<file path="config.mk">
export PLATFORM = sky130hd
export DESIGN_NAME = wisc_flag_unit
export DESIGN_NICKNAME = d
export VERILOG_FILES = /design/src/rtl/wisc_flag_unit.sv
export SDC_FILE = /design/constraint.sdc
export NUM_CORES = 1
export LEC_CHECK = 0
export CAP_MARGIN = 15
export CORE_AREA = 5 5 42 44
export CTS_BUF_LIST = sky130_fd_sc_hd__clkbuf_4
export DETAILED_ROUTE_END_ITERATION = 8
export DIE_AREA = 0 0 47 49
export GPL_TIMING_DRIVEN = 1
export PLACE_DENSITY = 0.64
export SYNTH_ARGS = -nofsm -noshare
export SYNTH_HDL_FRONTEND = slang
export SYNTH_SLANG_ARGS = --single-unit
export TNS_END_PERCENT = 100
</file>
<file path="constraint.sdc">
create_clock -name clk -period 2.9 [get_ports clk]
set_clock_uncertainty 0.1 [all_clocks]
set_input_delay 0.58 -clock clk [delete_from_list [all_inputs] [get_ports clk]]
set_output_delay 0.58 -clock clk [all_outputs]
set_load 0.005 [all_outputs]
</file>
<file path="src/rtl/wisc_flag_unit.sv">
// wisc_flag_unit
// Holds the N/Z/V condition flags written from the EX-stage ALU result and
// resolves a decode-stage branch condition against them.
// Optional feature: define FLAG_BYPASS_EN to forward the same-cycle EX flag
// write to the branch instead of stalling the branch for one cycle.
module wisc_flag_unit (
    input  logic        clk,
    input  logic        rst_n,
    input  logic        ex_valid,
    input  logic [3:0]  ex_op,
    input  logic [15:0] ex_s,
    input  logic        ex_ovfl,
    input  logic        stall,
    input  logic        flush,
    input  logic        br_valid,
    input  logic [2:0]  br_ccc,
    output logic        br_taken,
    output logic        br_stall,
    output logic        flag_n,
    output logic        flag_z,
    output logic        flag_v
);

    typedef enum logic [3:0] {
        OP_ADD    = 4'b0000,
        OP_SUB    = 4'b0001,
        OP_XOR    = 4'b0010,
        OP_RED    = 4'b0011,
        OP_SLL    = 4'b0100,
        OP_SRA    = 4'b0101,
        OP_ROR    = 4'b0110,
        OP_PADDSB = 4'b0111
    } alu_op_e;

    typedef enum logic [2:0] {
        CC_NE   = 3'b000,
        CC_EQ   = 3'b001,
        CC_GT   = 3'b010,
        CC_LT   = 3'b011,
        CC_GTE  = 3'b100,
        CC_LTE  = 3'b101,
        CC_OVFL = 3'b110,
        CC_ALW  = 3'b111
    } ccc_e;

    logic writes_nzv;   // ADD/SUB: all three flags
    logic writes_z;     // logic/shift ops: Z only
    logic flag_op;      // op touches at least one flag
    logic wr;           // EX result commits this cycle
    logic next_n, next_z, next_v;
    logic eff_n, eff_z, eff_v;
    logic cond_true;
    logic hazard;

    // Classify the EX opcode by which flags it writes.
    always_comb begin
        // NOTE: every always_comb output gets a default first so no path can infer a latch.
        writes_nzv = 1'b0;
        writes_z   = 1'b0;
        case (alu_op_e'(ex_op))
            OP_ADD, OP_SUB:                 writes_nzv = 1'b1;
            OP_XOR, OP_SLL, OP_SRA, OP_ROR: writes_z   = 1'b1;
            default:                        ;
        endcase
    end

    assign flag_op = writes_nzv | writes_z;
    assign wr      = ex_valid & ~stall & ~flush;

    // Next-state flags; Z looks at the saturated result, so 0x7FFF/0x8000 never read as zero.
    always_comb begin
        next_n = flag_n;
        next_z = flag_z;
        next_v = flag_v;
        if (wr && writes_nzv) begin
            next_n = ex_s[15];
            next_v = ex_ovfl;
        end
        if (wr && flag_op)
            next_z = (ex_s == 16'h0000);
    end

    // Flag register, cleared asynchronously.
    always_ff @(posedge clk or negedge rst_n) begin
        // NOTE: sequential state uses non-blocking assignments so all flags update together at the edge.
        if (!rst_n) begin
            flag_n <= 1'b0;
            flag_z <= 1'b0;
            flag_v <= 1'b0;
        end else begin
            flag_n <= next_n;
            flag_z <= next_z;
            flag_v <= next_v;
        end
    end

    // A flag-writing op in EX meets a branch in decode; a flushed op cannot create a hazard.
    assign hazard = rst_n & br_valid & ex_valid & ~flush & flag_op;

`ifdef FLAG_BYPASS_EN
    // Forward the in-flight write so the branch resolves in the same cycle.
    always_comb begin
        eff_n = flag_n;
        eff_z = flag_z;
        eff_v = flag_v;
        if (rst_n && wr && flag_op) begin
            eff_n = next_n;
            eff_z = next_z;
            eff_v = next_v;
        end
    end

    assign br_stall = 1'b0;
`else
    // No forwarding: the branch sees only the registered flags.
    always_comb begin
        eff_n = flag_n;
        eff_z = flag_z;
        eff_v = flag_v;
    end

    // Holding the branch one cycle lets EX drain as a bubble and the flags settle.
    assign br_stall = hazard;
`endif

    // Evaluate the 3-bit branch condition on the effective flags.
    always_comb begin
        cond_true = 1'b0;
        case (ccc_e'(br_ccc))
            CC_NE:   cond_true = ~eff_z;
            CC_EQ:   cond_true = eff_z;
            CC_GT:   cond_true = ~eff_z & ~eff_n;
            CC_LT:   cond_true = eff_n;
            CC_GTE:  cond_true = eff_z | (~eff_z & ~eff_n);
            CC_LTE:  cond_true = eff_n | eff_z;
            CC_OVFL: cond_true = eff_v;
            CC_ALW:  cond_true = 1'b1;
            default: cond_true = 1'b0;
        endcase
    end

    assign br_taken = br_valid & ~br_stall & cond_true;

endmodule

</file>
==> metrics.csv <==
stage,metric,value,unit
status,status,"finished, final reports clean",
synth,synth_top_cell_by_area,dfrtp_1,
sta,finalCriticalPeriod,2.75,ns
pwr,powerDensity,341,nW/um^2
critical_path,critical_path_class,in -> out,
synth,syn_avg_cell_area,9.52,sq um
pwr,clockPowerShare,36.7,%
floorplan,start_util,19.0,%
floorplan,core-area,1400,sq um
layout,final_area,671,sq um
layout,drive_gt1_share,17.6,%
global_routing,first_global_vias,451,
global_routing,grtUsageTotal,9.81,%
sta,fmax,364,MHz
pwr,p_int,0.177,mW
floorplan,die_h,49,microns
pwr,swShare,22.6,%
pwr,power.total,0.229,mW
sta,fin_tns_setup,0,ns
clock_tree,cts_buffers,3,
clock_tree,ctsHoldBuffers,0,
critical_path,critical_path.max_fanout,2,
clock_tree,htree_levels,1,
synth,yosysSeqAreaShare,28.2,%
synth,syn_area,267,sq um
clock_tree,cts_tree,built,
clock_tree,worstSkewPairLatency,0.23,ns
synth,synth_nets,58,
floorplan,dieArea,2300,sq um
global_routing,grt_overflow,0,
sta,worst_pin_slew,0.272,ns
synth,netlist.area_leader.share,28.2,%
critical_path,critPathSlowestCell,or3b_2,
critical_path,startpoint_type,input pin,
layout,area.growth.synth_to_final,152,%
global_routing,antenna_found_initial,0,
detailed_routing,viasPerCell,4.71,
pwr,power_frac_seq,24.9,%
pwr,pwr-share-comb,38.4,%
sta,finalCritPeriodShare,94.7,%
sta,final_max_slew_viol_count,0,
global_routing,grt_pass1_wl,1.60,mm
layout,final_common_cell,clkdlybuf4s50_1,
detailed_routing,vias,396,
synth,yosysWarningCount,0,
detailed_routing,drt_pre_antenna_iters,1,
synth,synth-xor-area-share,0,%
sta,finalSetupViolCount,0,
clock_tree,cts_resized,1,
place,port_buffers,34,
layout,register_area,75.1,sq um
synth,synth_area_leaders,"dfrtp_1 (28%), mux2_4 (11%), nor4_1 (9.4%), a211oi_1 (8.5%), mux2_2 (4.2%)",
detailed_routing,drt-initial-drc-count,0,
synth,syn_inst,28,
place,dpl_cell_area,642,sq um
floorplan,die_w,47,microns
sta,grt_setup_unrepaired,false,
flow_run,drv_cap,0,
synth,synthAdderAreaFrac,0,%
pwr,p_sw,0.0516,mW
detailed_routing,wl_per_cell,11.4,microns
floorplan,io_pins,35,
critical_path,crit_chain,clkdlybuf4s50_1 > or3b_2 > a311oi_1 > a211oi_1 > dlygate4sd2_1,
clock_tree,post_cts_buffers,0,
critical_path,required,2.22,ns
critical_path,slowest_delay,0.46,ns
place,dp.cells,80,
critical_path,crit_path_end_kind,primary output,
layout,fin_cells,84,
synth,synth-simple-area-share,31.0,%
synth,synth_cell_type_count,19,
detailed_routing,antenna_left,0,
synth,synth.area.mux_share,19.2,%
layout,multi_input_area,184,sq um
layout,final_cell_mix,"clkdlybuf4s50_1 (33), nor4_1 (4), clkbuf_4 (4), a211oi_1 (3), dfrtp_1 (3)",
detailed_routing,wirelength,958,microns
place,gp_congestion,0.703,
synth,synth_compound_area_share,18.8,%
clock_tree,numClockSinks,3,
clock_tree,cts_root_buf,clkbuf_4,
clock_tree,clkTransAtPathRegs,0.04,ns
layout,diodes,0,
global_routing,grt_max_degree,7,
synth,synth_top_family_by_area,simple AND/OR/NAND/NOR gates,
floorplan,num_rows,14,
critical_path,arrival,2.07,ns
pwr,ir_drop,0.143,mV
sta,finalHoldViolCount,0,
layout,num-fill-cells,155,
sta,slew_headroom,81.7,%
clock_tree,cts_buffer_depth,2,
pwr,leakage,0.263,nW
synth,synth.ff_latch_count,3,
hold_path,hp-class,reg -> reg,
detailed_routing,drc,0,
layout,nets,99,
[stage by stage]
step | worst slack (ns) | util [%] | hold WS [ns]
after global placement | -0.0107 | 45.8 | 0.432
final | 0.155 | 47.9 | 0.433
after floorplan | 0.862 | - | 0.184
after detailed placement | -0.0237 | 45.8 | 0.437
after CTS | 0.145 | 47.9 | 0.448
after global routing | 0.0550 | 47.9 | 0.473
[power by group through the flow]
stage	registers [mW]	logic, mW	clock network (mW)
final	0.0568	0.0877	0.0840
after global routing	0.0587	0.0954	0.0902
after CTS	0.0572	0.0895	0.0882
after detailed placement	0.0575	0.0899	0
after global placement	0.0571	0.0893	0
after floorplan	0.0565	0.0245	0
[kinds of logic (layout without fill, tap and decap cells)]
group	Yosys count	count (layout)
buf+inv	2	42
flops	3	3
mux	4	4
simple gates	12	12
compound gates	7	7
[layout make-up]
type / instances / share of cell area, %
Multi-Input combinational cell: 23 / 27.4
Tap cell: 16 / 2.99
Clock buffer: 4 / 4.48
Sequential cell: 3 / 11.2
Timing Repair Buffer: 36 / 52.8
Inverter: 2 / 1.12
[state kept, by name, indices dropped and copies added, names as in the netlist]
| register | count |
|---|---|
| flag_v | 1 |
| flag_z | 1 |
| flag_n | 1 |
[synth_stat cells]
| cell | number |
|---|---|
| a211oi_1 | 3 |
| a21oi_1 | 1 |
| a311oi_1 | 1 |
| a31o_2 | 1 |
| dfrtp_1 | 3 |
| inv_1 | 2 |
| mux2_2 | 1 |
| mux2_4 | 2 |
| mux2i_1 | 1 |
| nand2b_1 | 1 |
| nand3_1 | 1 |
| nand4_1 | 1 |
| nor2_1 | 1 |
| nor4_1 | 4 |
| o21ai_0 | 1 |
| or3_1 | 1 |
| or3_4 | 1 |
| or3b_2 | 1 |
| or4b_1 | 1 |
[metal layers]
metal / track usage [%] / part of all wire [%] / wire (microns)
met5: 0 / 0 / 0
met4: 6.91 / 0.84 / 8
met3: 4.80 / 19 / 179
met2: 14.9 / 45 / 433
met1: 9.96 / 35 / 337
[worst max-delay path, delay by kind of cell]
kind | cells | cell delay [ns]
simple gates | 1 | 0.46
buf+inv | 2 | 0.69
compound gates | 2 | 0.34
[worst paths after layout]
| check | from | endpoint | slack, ns | depth (start not counted) |
|---|---|---|---|---|
| worst max register to register | flag_n | flag_n | 1.99 | 1 |
| worst min register to register | flag_v | flag_v | 0.43 | 1 |
| worst max-delay path | br_ccc[1] | br_taken | 0.15 | 5 |
| max in group asynchronous | rst_n | flag_v | 2.04 | 2 |
| min in group asynchronous | rst_n | flag_n | 0.56 | 2 |
| worst min-delay path | flag_v | flag_v | 0.43 | 1 |
Power figures use the tool's default switching activity.
